**src/rtl/tc_pkg.sv**
```systemverilog
// Shared definitions for the memory-mapped down-counting timer: FSM states,
// register offsets, CTRL bit positions and the counting modes.
package tc_pkg;

  typedef enum logic [1:0] {
    IDLE = 2'd0,
    LOAD = 2'd1,
    CNT  = 2'd2,
    INT  = 2'd3
  } tc_state_t;

  typedef enum logic [1:0] {
    MODE_ONESHOT = 2'd0,
    MODE_AUTO    = 2'd1,
    MODE_RSV2    = 2'd2,
    MODE_RSV3    = 2'd3
  } tc_mode_t;

  localparam logic [1:0] ADDR_CTRL   = 2'd0;
  localparam logic [1:0] ADDR_PRESET = 2'd1;
  localparam logic [1:0] ADDR_COUNT  = 2'd2;

  localparam int CTRL_EN       = 0;
  localparam int CTRL_MODE_LSB = 1;
  localparam int CTRL_IM       = 3;
  localparam int CTRL_BITS     = 4;

endpackage

```
**src/rtl/timer_counter.sv**
```systemverilog
// Memory-mapped down-counting timer with one-shot and auto-reload modes.
// Register reads are combinational; irq = CTRL.IM & irq_flag.
module timer_counter #(
  parameter int WIDTH = 32
) (
  input  logic        clk,
  input  logic        reset,
  input  logic        sel,
  input  logic [1:0]  addr,
  input  logic        we,
  input  logic [31:0] wdata,
  output logic [31:0] rdata,
  output logic        irq
);
  import tc_pkg::*;

  // Bus handshake: there is no ready/stall. A store is accepted on every rising
  // edge where sel & we are both high; it lands in the register at that edge and
  // the FSM observes the new value from the following cycle onward.

  logic [CTRL_BITS-1:0] ctrl;
  logic [WIDTH-1:0]     preset;
  logic [WIDTH-1:0]     count;
  logic                 irq_flag;
  tc_state_t            state;

  logic     ctrl_wr;
  logic     preset_wr;
  logic     ctrl_en;
  tc_mode_t ctrl_mode;
  logic     auto_reload;

  assign ctrl_wr     = sel & we & (addr == ADDR_CTRL);
  assign preset_wr   = sel & we & (addr == ADDR_PRESET);
  assign ctrl_en     = ctrl[CTRL_EN];
  assign ctrl_mode   = tc_mode_t'(ctrl[CTRL_MODE_LSB +: 2]);
  assign auto_reload = (ctrl_mode == MODE_AUTO);

  always_ff @(posedge clk) begin
    if (reset) begin
      ctrl     <= '0;
      preset   <= '0;
      count    <= '0;
      irq_flag <= 1'b0;
      state    <= IDLE;
    end else begin
      if (preset_wr) preset <= wdata[WIDTH-1:0];

      case (state)
        IDLE: if (ctrl_en) state <= LOAD;
        LOAD: begin
          count <= preset;
          state <= CNT;
        end
        CNT: begin
          if (!ctrl_en) begin
            state <= IDLE;
          end else if (count != '0) begin
            count <= count - WIDTH'(1);
          end else begin
            irq_flag <= 1'b1;
            state    <= INT;
          end
        end
        INT: begin
          if (auto_reload) begin
            irq_flag <= 1'b0;
            state    <= ctrl_en ? LOAD : IDLE;
          end else begin
            ctrl[CTRL_EN] <= 1'b0;
            state         <= IDLE;
          end
        end
        default: state <= IDLE;
      endcase

      // Placed last so a CPU store outranks the FSM's own EN clear in INT.
      if (ctrl_wr) begin
        ctrl <= wdata[CTRL_BITS-1:0];
        if (wdata[CTRL_EN]) irq_flag <= 1'b0;
      end
    end
  end

  assign irq = ctrl[CTRL_IM] & irq_flag;

  always_comb begin
    rdata = '0;
    case (addr)
      ADDR_CTRL:   rdata = 32'(ctrl);
      ADDR_PRESET: rdata = 32'(preset);
      ADDR_COUNT:  rdata = 32'(count);
      default:     rdata = '0;
    endcase
  end

endmodule
```
**config.mk**
```make
export PLATFORM = sky130hd
export DESIGN_NAME = timer_counter
export DESIGN_NICKNAME = d
export VERILOG_FILES = /design/src/rtl/tc_pkg.sv /design/src/rtl/timer_counter.sv
export SDC_FILE = /design/constraint.sdc
export NUM_CORES = 1
export LEC_CHECK = 0
export CAP_MARGIN = 40
export CORE_MARGIN = 3
export CORE_UTILIZATION = 49
export DETAILED_ROUTE_END_ITERATION = 6
export PLACE_DENSITY = 0.76
export SETUP_SLACK_MARGIN = 0.2
export SKIP_CTS_REPAIR_TIMING = 1
export SYNTH_ARGS = -nofsm -noshare
export SYNTH_HDL_FRONTEND = slang
export SYNTH_SLANG_ARGS = --single-unit
```
**constraint.sdc**
```tcl
create_clock -name clk -period 3.4 [get_ports clk]
set_clock_uncertainty 0.2 [all_clocks]
set_input_delay 0.34 -clock clk [delete_from_list [all_inputs] [get_ports clk]]
set_output_delay 0.34 -clock clk [all_outputs]
set_load 0.005 [all_outputs]
```
==> results of run 1 <==
==> state kept, by name, indices dropped and copies added, names as in the netlist <==
signal    count
state         2
irq_flag      1
preset       32
count        32
ctrl          4
==> through the flow <==
step / total power [W] / instance area, sq um / cells / hold WS, ps
global placement: 0.001003 / 4753 / 666 / 261.9
CTS: 0.001671 / 4959 / 683 / 276.2
floorplan: 0.0009328 / 4023 / 528 / 228.5
global route: 0.001724 / 4959 / 683 / 290.7
finish: 0.001662 / 4959 / 683 / 276.4
detailed placement: 0.001007 / 4768 / 667 / 264.9
==> Yosys cell counts (all sizes together), types with 12 or more instances <==
cell type and n:
o21ai 14, clkbuf 40, a22o 28, a21oi 81, buf 12, dfxtp 71
nand2 107, nor2 29, o32ai 22, nor3 14
==> per-layer routing <==
| metal | global-route usage, % | up-vias | part of all wire (%) |
|---|---|---|---|
| met5 | 0 | - | 0 |
| met4 | 10.15 | 0 | 2.1 |
| met3 | 4.831 | 27 | 8.4 |
| met2 | 38.69 | 218 | 45 |
| met1 | 35.08 | 2004 | 44 |
| li1 | - | 2044 | - |
==> cells by family (layout without fill, tap and decap cells) <==
| group | after synthesis | after routing | synth area share [%] |
|---|---|---|---|
| multiplexers | 7 | 7 | 1.742 |
| flip-flops | 71 | 71 | 35.33 |
| AND/OR/NAND/NOR | 206 | 206 | 24.88 |
| buffers and inverters | 55 | 108 | 6.127 |
| adder cells (fa/ha/maj) | 2 | 2 | 0.6220 |
| AO/OA/AOI/OAI | 187 | 187 | 31.29 |
==> where the power goes <==
part	total, W	internal (W)	leakage (nW)	switching [W]
clock	0.000673	0.000356	0.100	0.000317
sequential	0.000849	0.000840	0.573	0.00000813
combinational	0.000141	0.0000672	1.02	0.0000734
total	0.00166	0.00126	1.69	0.000398
==> worst register-to-register path: cells and delay by family, from the launching register on <==
family,cells,cell delay (ps)
AO/OA/AOI/OAI,1,320
flip-flops,1,380
AND/OR/NAND/NOR,4,1920
==> area by class of cell <==
cell class	instances	area share, %
Multi-Input combinational cell	402	47.64
Sequential cell	71	28.67
Timing Repair Buffer	89	17.06
Clock buffer	12	2.927
Tap cell	102	2.574
Clock inverter	4	0.9084
Inverter	3	0.2271
==> worst paths after layout <==
path / start / endpoint / cells after the start
max: count[24] / state[0] / 5
min: preset[7] / preset[7] / 2
max reg2reg: count[24] / state[0] / 5
min reg2reg: preset[7] / preset[7] / 2
==> out/qor.log, run 1 <==
[status] outcome finished, final reports clean
[final_layout] area taken by multi-input logic gates 2362 sq um
[final_layout] FF/Latch Area 1421 sq um
[clocking] Max Root-Sink Buffers 2
[setup_path] Crit path max-delay family simple AND/OR/NAND/NOR gates
[yosys] cell type contributing the most total cell area after synthesis dfxtp_1
[final_layout] commonest cells after routing, fill and taps aside nand2_1 (107), a21oi_1 (81), dfxtp_1 (71)
[setup_path] Setup crit start kind flop
[grt] wire length of the first global-routing pass 20.07 mm
[placed_design] global placement routability congestion 0.9307
[setup_path] kind of capture point of the worst setup path flop
[grt] Total GRT Usage 25.30%
[clocking] number of levels in the clock H-tree 3
[placed_design] estimated wirelength of the detail-placed design 7.520 mm
[yosys] YS warnings 0
[grt] via count of the first global-routing pass 4113
[sta] fin crit share 84.93%
[power] Leak Pwr 1.691 nW
[final_layout] number of filler cells placed in the layout 724
[clocking] Clock Sink Count 71
[sta] final setup slack of the worst path 512.4 ps
[setup_path] CP arrival 2970 ps
[yosys] synthesized instance count 528
[die] core area 7848 sq um
[sta] number of failing hold endpoints at the final stage 0
[yosys] post-synthesis instance area 4023 sq um
[final_layout] share of layout cells above drive strength 1 8.778%
[sta] total count of max-transition violations in the final report 0
[yosys] largest cells by area after synthesis dfxtp_1 (35%), a21oi_1 (10%), nand2_1 (10%)
[run] max-cap check violation count 0
[die] Chip Height 96.61 um
[clocking] clock tree from TritonCTS done
[power] power density normalized to cell area 335.2 nW/um^2
[sta] RSZ-0062 raised after global routing no
[final_layout] post-layout util 63.19%
[sta] final critical-path required period 2888 ps
[die] effective utilization at floorplan 51.26%
[grt] pin count of the biggest net entering global routing 71
[sta] actual slew at the worst max-slew pin 782.7 ps
[die] total die area 9333 sq um
[setup_path] Worst Path Max Fanout 23
[detailed_routing] via count 4293
[detailed_routing] post-route ant nets 0
[yosys] Most used DFF post-synth dfxtp_1
[sta] Setup violations, final 0
[detailed_routing] first-pass detailed-route iteration total 5
[setup_path] reg-to-reg setup timing slack 510 ps
[final_layout] most common library cell in the layout ignoring fill and taps nand2_1
[detailed_routing] drc violations 0
[setup_path] Worst path max stage delay 690 ps
[yosys] share of flip-flops with an asynchronous set or reset after synthesis 0%
[detailed_routing] drt first-iter violations 389
[detailed_routing] Routed WL per cell 17.39 um
[grt] overflow left after global routing 0
[final_layout] total inserted antenna cells 0
[setup_path] CP Data Required Time 3490 ps
[die] width of the die 96.61 um
[final_layout] area added between synthesis and finish 23.27%
[clocking] post-CTS clock slew at the launch and capture registers of the worst setup and hold paths 80 ps
[yosys] number of distinct standard cells referenced by the synthesized netlist 56
[detailed_routing] Via density 6.286
[yosys] Post-synth EDFFs 0
[grt] antenna violations before repair 0
[clocking] Root Buffer clkbuf_8
[setup_path] crit-path cells or4_1, nor4_4, a31oi_2, nor2_4, and4_1
[power] Max rail drop VDD 0.0002965 V
[yosys] fraction of synthesized cell area taken by the top area cell type 35.33%
[placed_design] setup slack at placement 580.2 ps
[sta] worst relative slew slack 47.82%
[yosys] mean area per synthesized cell 7.619 sq um
[yosys] synthesized flop and latch total 71
[final_layout] post-layout net count 616
[clocking] latest clock arrival within the worst-skew pair 350 ps
[die] row count 32
[setup_path] Critical Setup Path Class flop to flop
[sta] max frequency 346.3 MHz
[placed_design] count of buffers from port buffering 70
[die] I/O pin total 71
[yosys] part of the Yosys area used for sequential elements 35.33%
[detailed_routing] Post-Route WL 11.88 mm
[yosys] syn_nets 568
[setup_path] critical path buffer and inverter count 0
[clocking] number of buffers inserted during clock tree synthesis 9
[sta] Setup Total Neg Slack 0 ps
[setup_path] Max stage delay cell, worst path or4_1
[hold_path] type of the worst min-delay path flop to flop
No activity file was read; power rests on OpenSTA's default activity.
==> inputs of run 2 (changes only) <==
- clock period: 3.4 -> 2.8 ns (I/O delays scaled with it)
==> out/qor.log, run 2 (synthesis results as in run 1) <==
[status] outcome finished, final reports clean
[detailed_routing] Via density 6.222
[clocking] post-CTS clock slew at the launch and capture registers of the worst setup and hold paths 80 ps
[run] max-cap check violation count 0
[die] width of the die 96.61 um
[grt] overflow left after global routing 0
[sta] worst-case hold slack 127.5 ps
[clocking] Root Buffer clkbuf_8
[die] row count 32
[final_layout] area added between synthesis and finish 27.90%
[final_layout] total inserted antenna cells 0
[setup_path] launching point of the worst reg2reg path count[24]
[setup_path] kind of capture point of the worst setup path flop
[placed_design] global placement routability congestion 0.9664
[sta] Setup Total Neg Slack 0 ps
[placed_design] count of buffers from port buffering 70
[clocking] Clock Sink Count 71
[detailed_routing] Post-Route WL 11.87 mm
[detailed_routing] drt first-iter violations 402
[setup_path] Critical Setup Path Class flop to flop
[clocking] Max Root-Sink Buffers 2
[final_layout] commonest cells after routing, fill and taps aside nand2_1 (107), a21oi_1 (81), dfxtp_1 (71)
[setup_path] cell depth of the worst flop-to-flop path 6
[die] Chip Height 96.61 um
[setup_path] Worst Path Max Fanout 8
[hold_path] number of cells on the worst hold path 2
[power] Max rail drop VDD 0.0002270 V
[detailed_routing] via count 4337
[sta] total count of max-transition violations in the final report 0
[clocking] latest clock arrival within the worst-skew pair 350 ps
[setup_path] CP arrival 2560 ps
[placed_design] estimated wirelength of the detail-placed design 7.917 mm
[detailed_routing] Routed WL per cell 17.03 um
[final_layout] share of layout cells above drive strength 1 10.76%
[setup_path] Setup crit start kind flop
[final_layout] most common library cell in the layout ignoring fill and taps nand2_1
[detailed_routing] first-pass detailed-route iteration total 5
[die] core area 7848 sq um
[sta] number of failing hold endpoints at the final stage 0
[setup_path] CP Data Required Time 2870 ps
[clocking] number of buffers inserted during clock tree synthesis 9
[grt] Total GRT Usage 25.20%
[final_layout] Finished Cell Area 5145 sq um
[hold_path] Hold Crit Start reset
[die] I/O pin total 71
[grt] wire length of the first global-routing pass 20.02 mm
[setup_path] reg-to-reg setup timing slack 300 ps
[sta] final critical-path required period 2495 ps
[grt] via count of the first global-routing pass 3959
[sta] actual slew at the worst max-slew pin 542.8 ps
[clocking] number of levels in the clock H-tree 3
[final_layout] post-layout net count 630
[detailed_routing] post-route ant nets 0
[setup_path] endpoint of the lowest-slack register-to-register path irq_flag
[sta] fin crit share 89.12%
[detailed_routing] drc violations 0
[final_layout] post-layout util 65.56%
[grt] antenna violations before repair 0
[power] power density normalized to cell area 430.3 nW/um^2
[placed_design] setup slack at placement 263.6 ps
[sta] worst relative slew slack 63.54%
[hold_path] type of the worst min-delay path input port to flop
[sta] Setup violations, final 0
[sta] RSZ-0062 raised after global routing no
[power] Leak Pwr 1.793 nW
[clocking] clock tree from TritonCTS done
[sta] max frequency 400.7 MHz
[die] total die area 9333 sq um
[die] effective utilization at floorplan 51.26%
[grt] pin count of the biggest net entering global routing 54
[placed_design] instance area after placement 4871 sq um
[final_layout] Largest regs count: 32 flops, preset: 32 flops, ctrl: 4 flops
[hold_path] worst hold path endpoint preset[4]
[sta] final setup slack of the worst path 304.6 ps
[run 2: final cells by class]
type                            count  area [sq um]
Timing Repair Buffer              103         970.9
Tap cell                          102         127.6
Fill cell                         693          2703
Inverter                            3         11.26
Multi-Input combinational cell    402          2375
Sequential cell                    71          1421
Clock buffer                       13         148.9
Clock inverter                      3         90.09
[run 2: worst max-delay path, stage by stage, from the launching register on]
cell and delay, ps:
dfxtp_1 380, or4_1 610, nor4_4 330, buf_4 210, nand4_2 80, or3_1 380
a221oi_2 220
[run 2: worst max path at each step]
stage	startpoint	slack, ps	end	depth (start not counted)
final	count[24]	300	irq_flag	6
after global routing	count[24]	200	irq_flag	6
after CTS	count[0]	250	count[20]	7
after detailed placement	count[0]	260	count[20]	7
after global placement	count[24]	270	count[19]	6
after floorplan	count[24]	500	count[10]	8
[run 2: metal layers]
layer / track usage (%) / part of all wire (%)
met1: 36.22 / 44
met2: 39.01 / 45
met3: 4.903 / 8.8
met4: 5.940 / 1.5
met5: 0 / 0
[run 2: report_power, final]
part / switching, W / leakage [nW] / internal [W] / total, W
combinational: 0.0000886 / 1.10 / 0.0000858 / 0.000174
clock: 0.000391 / 0.118 / 0.000618 / 0.00101
sequential: 0.0000100 / 0.573 / 0.00102 / 0.00103
total: 0.000490 / 1.79 / 0.00172 / 0.00221
[run 2: through the flow]
stage | power, W | instances
after floorplan | 0.001133 | 528
after global placement | 0.001223 | 680
after detailed placement | 0.001227 | 680
after CTS | 0.002212 | 696
after global routing | 0.002272 | 697
final | 0.002214 | 697
==> inputs of run 3 (changes only) <==
- CORE_UTILIZATION: 49 -> 40
- PLACE_DENSITY: 0.76 -> 0.64
- REMOVE_ABC_BUFFERS: unset -> 1
==> out/qor.log, run 3 (synthesis results as in run 1) <==
[die] core area 9503 sq um
[grt] Total GRT Usage 21.10%
[sta] Setup violations, final 0
[clocking] latest clock arrival within the worst-skew pair 350 ps
[setup_path] Max stage delay cell, worst path clkdlybuf4s50_1
[sta] max frequency 401.5 MHz
[setup_path] Worst Path Max Fanout 30
[run] max-cap check violation count 0
[detailed_routing] post-route ant nets 0
[die] width of the die 106.3 um
[setup_path] Setup crit start kind input port
[sta] total count of max-transition violations in the final report 0
[final_layout] total inserted antenna cells 0
[setup_path] Critical Setup Path Class input port to primary output
[setup_path] CP Data Required Time 2320 ps
[sta] number of failing hold endpoints at the final stage 0
[hold_path] type of the worst min-delay path input port to flop
[sta] fin crit share 88.96%
[clocking] post-CTS clock slew at the launch and capture registers of the worst setup and hold paths 80 ps
[setup_path] cell occurring most often along the worst timing path clkdlybuf4s50_1
[detailed_routing] Post-Route WL 11.88 mm
[clocking] clock tree from TritonCTS done
[final_layout] Largest regs count: 32 flops, preset: 32 flops, ctrl: 4 flops
[detailed_routing] drc violations 0
[placed_design] setup slack at placement 274.7 ps
[final_layout] Finished Cell Area 5104 sq um
[detailed_routing] Via density 5.821
[clocking] number of buffers inserted during clock tree synthesis 9
[placed_design] global placement routability congestion 0.8462
[die] total die area 11300 sq um
[placed_design] count of buffers from port buffering 70
[setup_path] critical path buffer and inverter count 3
[detailed_routing] first-pass detailed-route iteration total 5
[status] outcome finished, final reports clean
[final_layout] most common library cell in the layout ignoring fill and taps nand2_1
[setup_path] Crit path max-delay family buffers and inverters
[grt] via count of the first global-routing pass 4028
[placed_design] instance area after placement 4910 sq um
[sta] final critical-path required period 2491 ps
[sta] worst relative slew slack 47.99%
[power] Max rail drop VDD 0.0002522 V
[power] Leak Pwr 1.746 nW
[final_layout] post-layout net count 627
[grt] wire length of the first global-routing pass 19.82 mm
[sta] Setup Total Neg Slack 0 ps
[detailed_routing] via count 4197
[die] I/O pin total 71
[sta] final setup slack of the worst path 309.2 ps
[detailed_routing] drt first-iter violations 304
[final_layout] area added between synthesis and finish 26.87%
[power] power density normalized to cell area 386.2 nW/um^2
[clocking] Root Buffer clkbuf_8
[setup_path] crit-path cells clkdlybuf4s50_1, nor2b_2, buf_12, a22o_1, clkdlybuf4s50_1
[setup_path] kind of capture point of the worst setup path primary output
[setup_path] Worst path max stage delay 600 ps
[clocking] Clock Sink Count 71
[final_layout] number of filler cells placed in the layout 925
[die] row count 35
[placed_design] estimated wirelength of the detail-placed design 7.934 mm
[final_layout] share of layout cells above drive strength 1 10.98%
[grt] overflow left after global routing 0
[setup_path] CP arrival 2010 ps
[grt] pin count of the biggest net entering global routing 71
[die] Chip Height 106.3 um
[clocking] Max Root-Sink Buffers 2
[final_layout] commonest cells after routing, fill and taps aside nand2_1 (107), a21oi_1 (81), dfxtp_1 (71)
[detailed_routing] Routed WL per cell 16.48 um
[sta] actual slew at the worst max-slew pin 780.1 ps
[clocking] number of levels in the clock H-tree 3
[die] effective utilization at floorplan 42.33%
[sta] RSZ-0062 raised after global routing no
[grt] antenna violations before repair 0
==> run 3: worst reg2reg max path, cell delays in order, from the launching register on <==
cell,delay [ps]
dfxtp_1,390
or4_1,680
nor4_4,560
nand3_1,150
a221o_1,340
o21ai_0,60
==> run 3: metal layers <==
metal  global-route usage [%]  share of wire [%]  vias to the layer above
met1                    29.22                 46                     1973
met3                    4.857                5.7                       15
met4                    4.255                1.0                        0
li1                         -                  -                     2073
met2                    33.62                 47                      136
met5                        0                  0                        -
==> run 3: final cells by class <==
class                      instances  area [sq um]  area share (%)
multi-input combinational        402          2370           46.43
timing repair buffer             100         955.9           18.73
inverter                           3         11.26          0.2206
clock buffer                      11         151.4           2.966
tap                              129         161.4           3.163
clock inverter                     5         32.53          0.6374
sequential                        71          1421           27.85
==> run 3: power breakdown <==
part | switching (W) | internal, W
Clock | 0.000400 | 0.000367
Sequential | 0.00000995 | 0.00102
Combinational | 0.0000887 | 0.0000858
Total | 0.000498 | 0.00147
==> run 3: worst paths after layout <==
kind                            slack [ps]       start         end  cells past startpoint
worst max-delay path                   310     addr[0]   rdata[12]                      5
worst max register to register         350    count[8]   count[19]                      5
worst min-delay path                   260    wdata[9]   preset[9]                      3
worst min register to register         280  preset[13]  preset[13]                      2
==> run 3: metrics by stage <==
stage / power [W] / util (%) / hold WS, ps / instances
floorplan: 0.001110 / - / 146.2 / 476
global placement: 0.001224 / 51.51 / 261.3 / 704
detailed placement: 0.001228 / 51.67 / 264.7 / 705
CTS: 0.001986 / 53.60 / 257.8 / 721
global route: 0.002037 / 53.71 / 255.3 / 721
finish: 0.001971 / 53.71 / 263.8 / 721
